==> config.mk <==
export PLATFORM = sky130hd
export DESIGN_NAME = mem_stage_ctrl
export DESIGN_NICKNAME = d
export VERILOG_FILES = /design/src/rtl/mem_pkg.sv /design/src/rtl/mem_stage_ctrl_stack_ptr.sv /design/src/rtl/mem_stage_ctrl.sv
export SDC_FILE = /design/constraint.sdc
export NUM_CORES = 1
export LEC_CHECK = 0
export ABC_CLOCK_PERIOD_IN_PS = 14000
export CORE_MARGIN = 2
export CORE_UTILIZATION = 58
export DETAILED_ROUTE_END_ITERATION = 12
export PLACE_DENSITY = 0.86
export SYNTH_ARGS = -nofsm -noshare
export SYNTH_HDL_FRONTEND = slang
export SYNTH_SLANG_ARGS = --single-unit
==> constraint.sdc <==
create_clock -name clk -period 14 [get_ports clk]
set_clock_uncertainty 0.05 [all_clocks]
set_input_delay 1.4 -clock clk [delete_from_list [all_inputs] [get_ports clk]]
set_output_delay 1.4 -clock clk [all_outputs]
set_load 0.03 [all_outputs]
==> src/rtl/mem_pkg.sv <==
// Shared encodings and constants for the memory-stage controller.
package mem_pkg;

   typedef enum logic [2:0] {
      OP_NOP   = 3'd0,
      OP_LOAD  = 3'd1,
      OP_STORE = 3'd2,
      OP_PUSH  = 3'd3,
      OP_POP   = 3'd4,
      OP_CALL  = 3'd5,
      OP_RET   = 3'd6,
      OP_RSVD  = 3'd7
   } op_e;

   typedef enum logic [1:0] {
      S_IDLE  = 2'd0,
      S_WORD0 = 2'd1,
      S_WORD1 = 2'd2
   } state_e;

   typedef enum logic [2:0] {
      SP_HOLD = 3'd0,
      SP_INC1 = 3'd1,
      SP_INC2 = 3'd2,
      SP_DEC1 = 3'd3,
      SP_DEC2 = 3'd4
   } sp_op_e;

   localparam int          MEM_AW       = 11;
   localparam int          MEM_DEPTH    = 1 << MEM_AW;
   localparam logic [31:0] SP_RESET_DEF = 32'h0000_07FF;

endpackage

==> src/rtl/mem_stage_ctrl_stack_ptr.sv <==
// Stack pointer register with its +/-1, +/-2 neighbours and underflow flags.
module stack_ptr
   import mem_pkg::*;
#(
   parameter logic [31:0] SP_RESET = SP_RESET_DEF
) (
   input  logic        clk,
   input  logic        rst,
   input  sp_op_e      sp_op,
   output logic [31:0] sp,
   output logic [31:0] sp_inc1,
   output logic [31:0] sp_inc2,
   output logic [31:0] sp_dec1,
   output logic        pop_uflow,
   output logic        ret_uflow
);

   assign sp_inc1   = sp + 32'd1;
   assign sp_inc2   = sp + 32'd2;
   assign sp_dec1   = sp - 32'd1;
   // RET needs two words on the stack, so SP_RESET-1 already underflows
   assign pop_uflow = (sp == SP_RESET);
   assign ret_uflow = (sp >= (SP_RESET - 32'd1));

   always_ff @(posedge clk or posedge rst) begin
      if (rst) begin
         sp <= SP_RESET;
      end else begin
         case (sp_op)
            SP_INC1: sp <= sp_inc1;
            SP_INC2: sp <= sp_inc2;
            SP_DEC1: sp <= sp_dec1;
            SP_DEC2: sp <= sp - 32'd2;
            default: sp <= sp;
         endcase
      end
   end

endmodule

==> src/rtl/mem_stage_ctrl.sv <==
// Memory-stage controller: sequences loads/stores and stack ops (CALL/RET over two
// access cycles) onto a 16-bit data memory; results are registered one cycle later.
module mem_stage_ctrl
   import mem_pkg::*;
#(
   parameter int          ADDR_W   = 32,
   parameter logic [31:0] SP_RESET = SP_RESET_DEF
) (
   input  logic              clk,
   input  logic              rst,
   input  logic              in_valid,
   output logic              in_ready,
   input  logic [2:0]        in_op,
   input  logic [31:0]       in_addr,
   input  logic [31:0]       in_wdata,
   output logic [ADDR_W-1:0] mem_addr,
   output logic [15:0]       mem_wdata,
   output logic              mem_read,
   output logic              mem_write,
   output logic              mem_cs,
   output logic              mem_push,
   input  logic [15:0]       mem_rdata,
   output logic              out_valid,
   output logic [31:0]       out_data,
   output logic              out_err,
   output logic [31:0]       sp
);

   state_e      state, state_n;
   op_e         op_q;
   logic [31:0] addr_q, wdata_q;
   logic [15:0] lo_q;
   logic [31:0] addr_c, addr_hold;
   logic [15:0] wdata_hold;
   logic        push_q;
   sp_op_e      sp_op;
   logic [31:0] sp_inc1, sp_inc2, sp_dec1;
   logic        pop_uflow, ret_uflow;
   logic        last, res_err;
   logic [31:0] res_dat;
   logic        accept, in_is_nop;

   stack_ptr #(.SP_RESET(SP_RESET)) u_sp (
      .clk       (clk),
      .rst       (rst),
      .sp_op     (sp_op),
      .sp        (sp),
      .sp_inc1   (sp_inc1),
      .sp_inc2   (sp_inc2),
      .sp_dec1   (sp_dec1),
      .pop_uflow (pop_uflow),
      .ret_uflow (ret_uflow)
   );

   assign mem_addr  = ADDR_W'(addr_c);
   // Toggle edge on every write cycle re-triggers the event-driven memory write
   assign mem_push  = push_q ^ mem_write;
   assign in_is_nop = (in_op == OP_NOP) || (in_op == OP_RSVD);
   assign accept    = in_valid && in_ready;

   always_comb begin
      state_n   = state;
      sp_op     = SP_HOLD;
      mem_read  = 1'b0;
      mem_write = 1'b0;
      mem_cs    = 1'b0;
      addr_c    = addr_hold;
      mem_wdata = wdata_hold;
      last      = 1'b0;
      res_err   = 1'b0;
      res_dat   = 32'd0;
      case (state)
         S_WORD0: begin
            mem_cs = 1'b1;
            case (op_q)
               OP_LOAD: begin
                  mem_read = 1'b1;
                  addr_c   = addr_q;
                  res_dat  = {16'h0, mem_rdata};
                  last     = 1'b1;
               end
               OP_STORE: begin
                  mem_write = 1'b1;
                  addr_c    = addr_q;
                  mem_wdata = wdata_q[15:0];
                  last      = 1'b1;
               end
               OP_PUSH: begin
                  mem_write = 1'b1;
                  addr_c    = sp;
                  mem_wdata = wdata_q[15:0];
                  sp_op     = SP_DEC1;
                  last      = 1'b1;
               end
               OP_POP: begin
                  last = 1'b1;
                  if (pop_uflow) begin
                     res_err = 1'b1;
                  end else begin
                     mem_read = 1'b1;
                     addr_c   = sp_inc1;
                     res_dat  = {16'h0, mem_rdata};
                     sp_op    = SP_INC1;
                  end
               end
               OP_CALL: begin
                  mem_write = 1'b1;
                  addr_c    = sp;
                  mem_wdata = wdata_q[31:16];
                  state_n   = S_WORD1;
               end
               OP_RET: begin
                  if (ret_uflow) begin
                     res_err = 1'b1;
                     last    = 1'b1;
                  end else begin
                     mem_read = 1'b1;
                     addr_c   = sp_inc1;
                     state_n  = S_WORD1;
                  end
               end
               default: last = 1'b1;
            endcase
         end
         S_WORD1: begin
            mem_cs = 1'b1;
            last   = 1'b1;
            if (op_q == OP_CALL) begin
               mem_write = 1'b1;
               addr_c    = sp_dec1;
               mem_wdata = wdata_q[15:0];
               sp_op     = SP_DEC2;
            end else begin
               mem_read = 1'b1;
               addr_c   = sp_inc2;
               res_dat  = {mem_rdata, lo_q};
               sp_op    = SP_INC2;
            end
         end
         default: ;
      endcase
      in_ready = (state == S_IDLE) || last;
      if (last) state_n = S_IDLE;
      if (in_valid && in_ready) state_n = in_is_nop ? S_IDLE : S_WORD0;
   end

   always_ff @(posedge clk or posedge rst) begin
      if (rst) begin
         state      <= S_IDLE;
         op_q       <= OP_NOP;
         addr_q     <= 32'd0;
         wdata_q    <= 32'd0;
         lo_q       <= 16'd0;
         addr_hold  <= 32'd0;
         wdata_hold <= 16'd0;
         push_q     <= 1'b0;
         out_valid  <= 1'b0;
         out_data   <= 32'd0;
         out_err    <= 1'b0;
      end else begin
         state <= state_n;
         if (accept) begin
            op_q    <= op_e'(in_op);
            addr_q  <= in_addr;
            wdata_q <= in_wdata;
         end
         if (state == S_WORD0 && op_q == OP_RET) lo_q <= mem_rdata;
         addr_hold  <= addr_c;
         wdata_hold <= mem_wdata;
         push_q     <= mem_push;
         out_valid  <= last;
         out_data   <= res_dat;
         out_err    <= res_err;
      end
   end

endmodule

; ---- Word-level counts from Yosys, hierarchy flattened
; Index checks and enable logic that the tools add are counted.
[totals]
reg_bits = 200
wordCells = 86
out_inout_bits = 119
inputBits = 86
[classes]
mux = 38
n_reduce_logical = 15
eq_ne = 15
add_sub_neg = 4
order_cmp = 1
bitwise_logic = 1
[ops]
columns = op, n
row1 = 32-bit one-hot mux with 4 select lines, 2
row2 = 32-bit 2-to-1 mux, 4
row3 = 32-bit one-hot mux with 2 select lines, 2
row4 = 16-bit one-hot mux with 2 select lines, 3
row5 = 32-bit by 1-bit adder with 32-bit output (second input constant), 1
row6 = 32-bit by 2-bit adder with 32-bit output (second input constant), 1
row7 = 32-bit by 11-bit equality test with 1-bit output (second input constant), 1
row8 = 32-bit by 11-bit >= comparator with 1-bit output (second input constant), 1
row9 = 16-bit 2-to-1 mux, 2
row10 = 32-bit by 1-bit subtractor with 32-bit output (second input constant), 1
row11 = 32-bit by 2-bit subtractor with 32-bit output (second input constant), 1
row12 = 3-bit equality test (second input constant), 5
row13 = 3-bit by 2-bit equality test with 1-bit output (second input constant), 4
row14 = 1-bit 2-to-1 mux, 11
row15 = 1-bit one-hot mux with 2 select lines, 5
row16 = 2-bit 2-to-1 mux, 4
row17 = 2-bit one-hot mux with 2 select lines, 2
row18 = 4-bit nonzero test, 2
row19 = 2-bit OR reduction, 4
row20 = 3-bit by 1-bit equality test with 1-bit output (second input constant), 2
row21 = 3-bit one-hot mux with 2 select lines, 1
row22 = 4-bit != test (second input constant), 1
row23 = 3-bit logical NOT, 1
row24 = 3-bit 2-to-1 mux, 1
row25 = 10 further kinds, 12

; ---- Longest topological paths before layout
; Gate-level depths: netlist (run 1).
[depth]
word_depth = 8
depth_mapped = 12
mapped_depth_nobuf = 9

; ---- By module
; Synthesis (run 1) repeated with hierarchy kept, for this count alone.
[hier_totals]
cells_unflattened = 1445
area_unflattened_um2 = 13267.7
[by_module_without_submodules]
columns = mod, area_each_um2, cells_per_inst, n_inst, seq_area_each_um2
row1 = mem_stage_ctrl, 8150.3, 708, 1, 4204.0
row2 = stack_ptr, 5117.4, 737, 1, 814.5

; ---- Worst setup path before layout (run 1)
; OpenSTA, ideal clock, no wires.
[synth_timing]
path_type = register -> output
startpoint = reg u_sp.sp[2]
endpoint = out mem_addr[26]
slack_ns = 9.537
path_buffers = 3
arrival_ns = 3.013
stages_incl_launch_ff = 11
t_required_ns = 12.550
cell_sequence = dfstp_2 buf_2 and4_1 buf_2 nand4_1 o31ai_1 a32o_1 buf_2 a22o_1 a211oi_1 o21ai_0
[synth_via]
elab_chain_cells = 4
word_cells_on_any_way = 10
classes_between = add/sub (3) / order compare (1) / eq/ne (1) / mux (5)
[synth_rtl]
columns = item, line
row1 = "start, declared", mem_stage_ctrl_stack_ptr.sv:10  ; output logic [31:0] sp,
row2 = "start signal, assigned", mem_stage_ctrl_stack_ptr.sv:30  ; SP_INC1: sp <= sp_inc1;
row3 = "start signal, assigned", mem_stage_ctrl_stack_ptr.sv:31  ; SP_INC2: sp <= sp_inc2;
row4 = "start signal, assigned", mem_stage_ctrl_stack_ptr.sv:32  ; SP_DEC1: sp <= sp_dec1;
row5 = 32-bit by 1-bit adder with 32-bit output (tied with other cells), mem_stage_ctrl_stack_ptr.sv:18  ; assign sp_inc1 = sp + 32'd1;
row6 = 32-bit 2-to-1 mux (on tied branches), "mem_stage_ctrl.sv:113, mem_stage_ctrl.sv:97"
row7 = 32-bit one-hot mux with 4 select lines, mem_stage_ctrl.sv:75  ; case (op_q)
row8 = 32-bit one-hot mux with 2 select lines *, mem_stage_ctrl.sv:72  ; case (state)
row9 = "end, declared", mem_stage_ctrl.sv:16  ; output logic [ADDR_W-1:0] mem_addr,
; Every way passes the cells marked *; elsewhere a longest branch is shown, timed or not.

; ---- Worst setup path after layout (run 1)
[layout_timing]
startpoint = reg u_sp.sp[13]
endpoint = out mem_addr[16]
; Same word-level chain as after synthesis.

==> flow_summary.yaml, run 1 <==
global_route:
  antenna_found_initial: 1
  grtUsageTotal_pct: 42.5
  grt_start_max_net_pins: 133
  grt_pass1_wl_um: 71000
  first_global_vias: 11888
  grt-ovfl-total: 0
outcome:
  status: "finished clean"
setup_path:
  path_class: "register to output port"
  required_ps: 12550
  start_kind: "register"
  path_max_fanout: 20
  r2r-start: "state[0]"
  rr_endpoint: "u_sp.sp[7]"
  cp-end-kind: "output port"
  r2r_setup_slack_ps: 9590
  r2r_cells: 10
  worst_ep_arrival_time_ps: 5090
cells_and_area:
  drive_gt1_share_pct: 11.3
  num_antenna_cells: 0
  area_growth_pct: 22.8
  fin_nets: 1511
routing:
  wl_per_cell_um: 27.3
  dr.pass1.iters: 7
  vias_per_cell: 7.09
  wirelength_um: 46500
  vias: 12047
  drt-initial-drc-count: 1817
  drc: 0
  postRouteAntennaNets: 0
floorplan:
  core-area_mm2: 0.0204
  die_w_um: 148
  start_util_pct: 59.4
  io_pins: 205
  die_height_um: 148
  die_area_mm2: 0.0220
  num_rows: 52
yosys:
  yosysSeqAreaShare_pct: 41.5
  postSynthAreaPerCell_um2: 9.43
  synthDistinctLibCells: 82
  synth_warnings: 0
  syn_inst: 1283
  ys_ff_latch: 200
  ys.flop_type: "dfrtp_1"
  synth_edf_count: 0
  netlist_area_mm2: 0.0121
  async_flop_share_pct: 100
  syn-num-nets: 1378
placed_design:
  hpwl_um: 31300
  dp_slack_ps: 8150
  gp_congestion: 1.03
  placement.io_buffers: 204
power:
  vdd_ir_drop_max_mv: 0.111
  switching_share_pct: 25.3
  seq_power_share_pct: 50.1
  p_comb_share_pct: 3.4
  pwr-share-clk_pct: 46.5
  p_per_area_mw_per_mm2: 78.0
  leakage_nw: 6.58
  switchingPower_w: 0.000293
  intPower_w: 0.000866
sta:
  rsz0062_at_grt: "false"
  tightestPinTransition_ps: 1310
  worst_slack_ps: 7460
  maxSlewHeadroom_pct: 12.9
  fin_crit_sh_pct: 46.7
  setup_viol: 0
  setup_tns_ps: 0
  maxSlewViolCount: 0
  max_freq_ghz: 0.153
  hold_viol: 0
  min_period_ps: 6540
clock_tree:
  cts_setup_buffers: 0
  clock_sinks: 200
  cts_hold_buf: 0
  cts_buffer_depth: 2
  cts_resized: 0
  cts_made_buffers: 17
  clkTransAtPathRegs_ps: 90
  clock_latency_ps: 450
  clockRootBuffer: "clkbuf_16"
  cts_tree: "yes"
  cts_htree_levels: 4
hold_path:
  hold_class: "register to register"
  hold_path_depth: 1
  hold_start: "push_q"
  worstHoldEndpoint: "push_q"
run:
  drv_cap: 0
routing by layer:
metal | global-route usage, % | share of wire (%)
met2 | 63.0 | 44
met4 | 20.9 | 5.2
met5 | 0 | 0
met3 | 14.5 | 14
met1 | 56.0 | 37
critical path, cell delays in order (launching register included):
cell             delay (ps)
dfrtp_1                 640
nor4_1                  520
nand4_1                 510
nor3_4                  530
o31a_1                  930
nor2_2                  410
a222oi_1                380
nand2_1                 110
clkdlybuf4s50_1         600
cell usage after synthesis, types with 26 or more instances:
| cell type | number | area, um^2 |
|---|---|---|
| dfrtp_1 | 189 | 4730 |
| nand2_1 | 96 | 360 |
| o21ai_0 | 51 | 255 |
| a21oi_1 | 49 | 245 |
| xnor2_1 | 49 | 429 |
| nand4_1 | 26 | 163 |
| nor2_1 | 88 | 330 |
| nor3_1 | 35 | 175 |
| and3_1 | 29 | 181 |
| nand3_1 | 43 | 215 |
| clkbuf_1 | 77 | 289 |
| inv_1 | 38 | 143 |
| mux2_2 | 67 | 754 |
cells by family (layout without fill, tap and decap cells):
logic type	after synthesis	count (layout)	synth area share, %
simple gates	417	417	18.1
mux	91	91	8.42
flops	200	200	41.5
fa+ha+maj	9	9	0.931
buf+inv	153	299	5.23
compound gates	339	339	20.5
xor+xnor	74	74	5.36
sequential cells by signal, summed over array words and instances, names as in the netlist:
signal	count
push_q	1
addr_hold	32
op_q	3
out_err	1
wdata_q	32
wdata_hold	16
addr_q	32
out_valid	1
lo_q	16
u_sp.sp	32
out_data	32
state	2
stage by stage:
step                      hold slack, ps  utilization (%)  cells  cell area [um^2]  power, W
after detailed placement             420             69.8   1667             14200  0.000633
after CTS                            436             73.0   1699             14900   0.00116
after floorplan                      415                -   1283             12100  0.000603
after global placement               397             69.8   1667             14200  0.000631
final                                434             73.0   1699             14900   0.00116
after global routing                 458             73.0   1699             14900   0.00119
power groups by stage:
| stage | registers [W] | clock network [W] | logic (W) |
|---|---|---|---|
| 2_1_floorplan | 0.000592 | 0 | 0.0000109 |
| 3_3_place_gp | 0.000592 | 0 | 0.0000390 |
| 3_5_place_dp | 0.000592 | 0 | 0.0000404 |
| 4_1_cts | 0.000581 | 0.000540 | 0.0000406 |
| 5_1_grt | 0.000581 | 0.000564 | 0.0000439 |
| 6_report | 0.000581 | 0.000539 | 0.0000396 |
layout by cell type (no fill, tap or decap), types with 13 or more instances in the layout:
master	synthesis	routed
nor2_1	88	86
nor4_1	18	18
and3_1	29	29
a221oi_1	16	16
buf_4	4	24
mux2_2	67	67
xnor2_1	49	49
mux2_1	19	19
o22ai_1	22	22
nand4_1	26	26
a221o_1	13	13
o21ai_0	51	51
a22oi_1	19	19
a222oi_1	23	23
or3_1	13	13
clkbuf_16	0	17
nor3_1	35	33
nand2_1	96	96
o31ai_1	13	13
and4_1	14	14
dfrtp_1	189	189
nand3_1	43	43
inv_1	38	37
and2_1	13	13
a21oi_1	49	49
clkdlybuf4s50_1	0	204
a22o_1	22	22
xor2_1	25	25
layout make-up:
class | count | area, um^2
multi-input cells | 930 | 6490
clock inverters | 15 | 218
inverters | 39 | 154
repair buffers | 228 | 2220
well taps | 270 | 338
fillers | 1473 | 5500
clock buffers | 17 | 425
flip-flops and latches | 200 | 5020
worst max-delay path by stage:
stage                      startpoint            to  slack (ps)  cells past startpoint
after floorplan                   rst  addr_hold[0]        7110                      1
after global placement     u_sp.sp[0]  mem_addr[16]        8180                      9
after detailed placement   u_sp.sp[0]  mem_addr[16]        8150                      9
after CTS                  u_sp.sp[0]  mem_addr[29]        7660                      9
after global routing       u_sp.sp[0]  mem_addr[18]        7400                      9
final                     u_sp.sp[13]  mem_addr[16]        7460                      8
No activity file was read; power rests on OpenSTA's default activity.
==> run 2: changes to the inputs <==
--- a/config.mk
+++ b/config.mk
@@ -5,11 +5,11 @@
 export SDC_FILE = /design/constraint.sdc
 export NUM_CORES = 1
 export LEC_CHECK = 0
-export ABC_CLOCK_PERIOD_IN_PS = 14000
+export ABC_CLOCK_PERIOD_IN_PS = 6600
 export CORE_MARGIN = 2
-export CORE_UTILIZATION = 58
+export CORE_UTILIZATION = 54
 export DETAILED_ROUTE_END_ITERATION = 12
-export PLACE_DENSITY = 0.86
+export PLACE_DENSITY = 0.81
 export SYNTH_ARGS = -nofsm -noshare
 export SYNTH_HDL_FRONTEND = slang
 export SYNTH_SLANG_ARGS = --single-unit
==> constraint.sdc (replaced) <==
create_clock -name clk -period 6.6 [get_ports clk]
set_clock_uncertainty 0.05 [all_clocks]
set_input_delay 0.66 -clock clk [delete_from_list [all_inputs] [get_ports clk]]
set_output_delay 0.66 -clock clk [all_outputs]
set_load 0.03 [all_outputs]
==> run 2 against run 1 <==
Against the previous run:
- clock power grew 120%
- hold slack improved by 5.2 ps
- combinational power grew 110%
- count of clock-buffer cells in the layout unchanged
- non-clock buffer count is 8 higher
- utilization down 4.6 points
- register-to-register slack got worse by 7700 ps
- critical path type unchanged
- critical endpoint is now mem_addr[17]
- largest power group unchanged
- highest routed layer unchanged
==> flow_summary.yaml, run 2 (synthesized netlist as in run 1, its figures left out) <==
placed_design:
  gp_congestion: 1.05
  placement.io_buffers: 204
  dpl-instance-area_mm2: 0.0143
  hpwl_um: 31800
sta:
  setup_tns_ps: 0
  hold_viol: 0
  setup_viol: 0
  rsz0062_at_grt: "false"
  fin_crit_sh_pct: 91.2
  maxSlewViolCount: 0
  tightestPinTransition_ps: 1300
  min_period_ps: 6020
  max_freq_ghz: 0.166
  maxSlewHeadroom_pct: 13.4
cells_and_area:
  stdcell_area_mm2: 0.0150
  layout_common_cells: "clkdlybuf4s50_1, dfrtp_1, nand2_1"
  fin_nets: 1519
  fill_cells: 1741
  num_antenna_cells: 0
  final_common_cell: "clkdlybuf4s50_1"
  area_growth_pct: 23.7
  drive_gt1_share_pct: 11.8
setup_path:
  cp-end-kind: "output port"
  path_max_fanout: 32
  worst_ep_arrival_time_ps: 5310
  start_kind: "register"
  required_ps: 5890
  path_class: "register to output port"
clock_tree:
  cts_buffer_depth: 2
  cts_tree: "yes"
  cts_resized: 0
  clock_latency_ps: 460
  cts_htree_levels: 4
  cts_made_buffers: 17
  cts_setup_buffers: 0
  clkTransAtPathRegs_ps: 100
  cts_hold_buf: 0
  clock_sinks: 200
  clockRootBuffer: "clkbuf_16"
routing:
  drt-initial-drc-count: 1519
  wirelength_um: 46600
  drc: 0
  wl_per_cell_um: 27.1
  postRouteAntennaNets: 0
  vias_per_cell: 6.98
  dr.pass1.iters: 6
  vias: 11977
run:
  drv_cap: 0
floorplan:
  num_rows: 54
  start_util_pct: 55.3
  die_area_mm2: 0.0236
  core-area_mm2: 0.0219
  die_height_um: 154
  io_pins: 205
  die_w_um: 154
global_route:
  grt_start_max_net_pins: 126
  grtUsageTotal_pct: 38.9
  grt_pass1_wl_um: 70700
  first_global_vias: 11538
  antenna_found_initial: 0
  grt-ovfl-total: 0
power:
  leakage_nw: 6.64
  p_per_area_mw_per_mm2: 167
  vdd_ir_drop_max_mv: 0.158
hold_path:
  hold_class: "register to register"
outcome:
  status: "finished clean"
run 2: cell types whose count changed in the layout (fill, tap and decap cells not counted), sizes merged:
cell,before,now
buf,24,32
bufinv,1,0
clkinv,10,6
inv,43,48
run 2: cell type report:
| cell class | count | area (um^2) | share of cell area [%] |
|---|---|---|---|
| multi-input cells | 930 | 6480 | 43.3 |
| clock buffers | 17 | 425 | 2.84 |
| inverters | 39 | 154 | 1.03 |
| flip-flops and latches | 200 | 5020 | 33.5 |
| repair buffers | 236 | 2290 | 15.3 |
| clock inverters | 15 | 238 | 1.59 |
| well taps | 280 | 350 | 2.34 |
run 2: per-stage QoR:
step                power, W  cells  setup slack, ps  hold WS, ps  util (%)
floorplan            0.00128   1283              454          415         -
global placement     0.00134   1685             1420          398      65.3
detailed placement   0.00134   1685             1300          425      65.3
CTS                  0.00250   1717              793          440      68.4
global route         0.00255   1717              492          465      68.4
finish               0.00250   1717              582          439      68.4
run 2: worst paths after layout:
| check | startpoint | slack [ps] | cells past startpoint | end |
|---|---|---|---|---|
| min in group asynchronous | rst | 740 | 2 | wdata_hold[3] |
| setup reg to reg | u_sp.sp[0] | 1920 | 9 | addr_q[16] |
| setup / recovery | u_sp.sp[0] | 580 | 10 | mem_addr[17] |
| max in group asynchronous | rst | 4210 | 3 | addr_q[26] |
| hold reg to reg | lo_q[12] | 440 | 1 | out_data[12] |
| hold / removal | lo_q[12] | 440 | 1 | out_data[12] |
run 2: power breakdown:
| part | switching, W | internal (W) | total, W |
|---|---|---|---|
| Sequential | 0.00000246 | 0.00123 | 0.00123 |
| Combinational | 0.0000353 | 0.0000487 | 0.0000840 |
| Clock | 0.000632 | 0.000547 | 0.00118 |
| Total | 0.000670 | 0.00183 | 0.00250 |
run 2: metal layers:
metal,up-vias,share of wire [%],GRT usage [%]
met2,872,44,58.5
met3,160,13,10.8
met4,0,4.3,15.6
li1,5105,-,-
met1,5840,39,53.6
met5,-,0,0
run 2: worst max-delay path, stage by stage (launching register included):
cell             delay, ps
dfstp_2               1070
clkinv_1               610
ha_1                   390
o2111ai_1              340
nand4_2                250
o31a_1                 540
nor2_2                 360
buf_4                  260
a21oi_1                 90
o211ai_1               220
clkdlybuf4s50_1        700
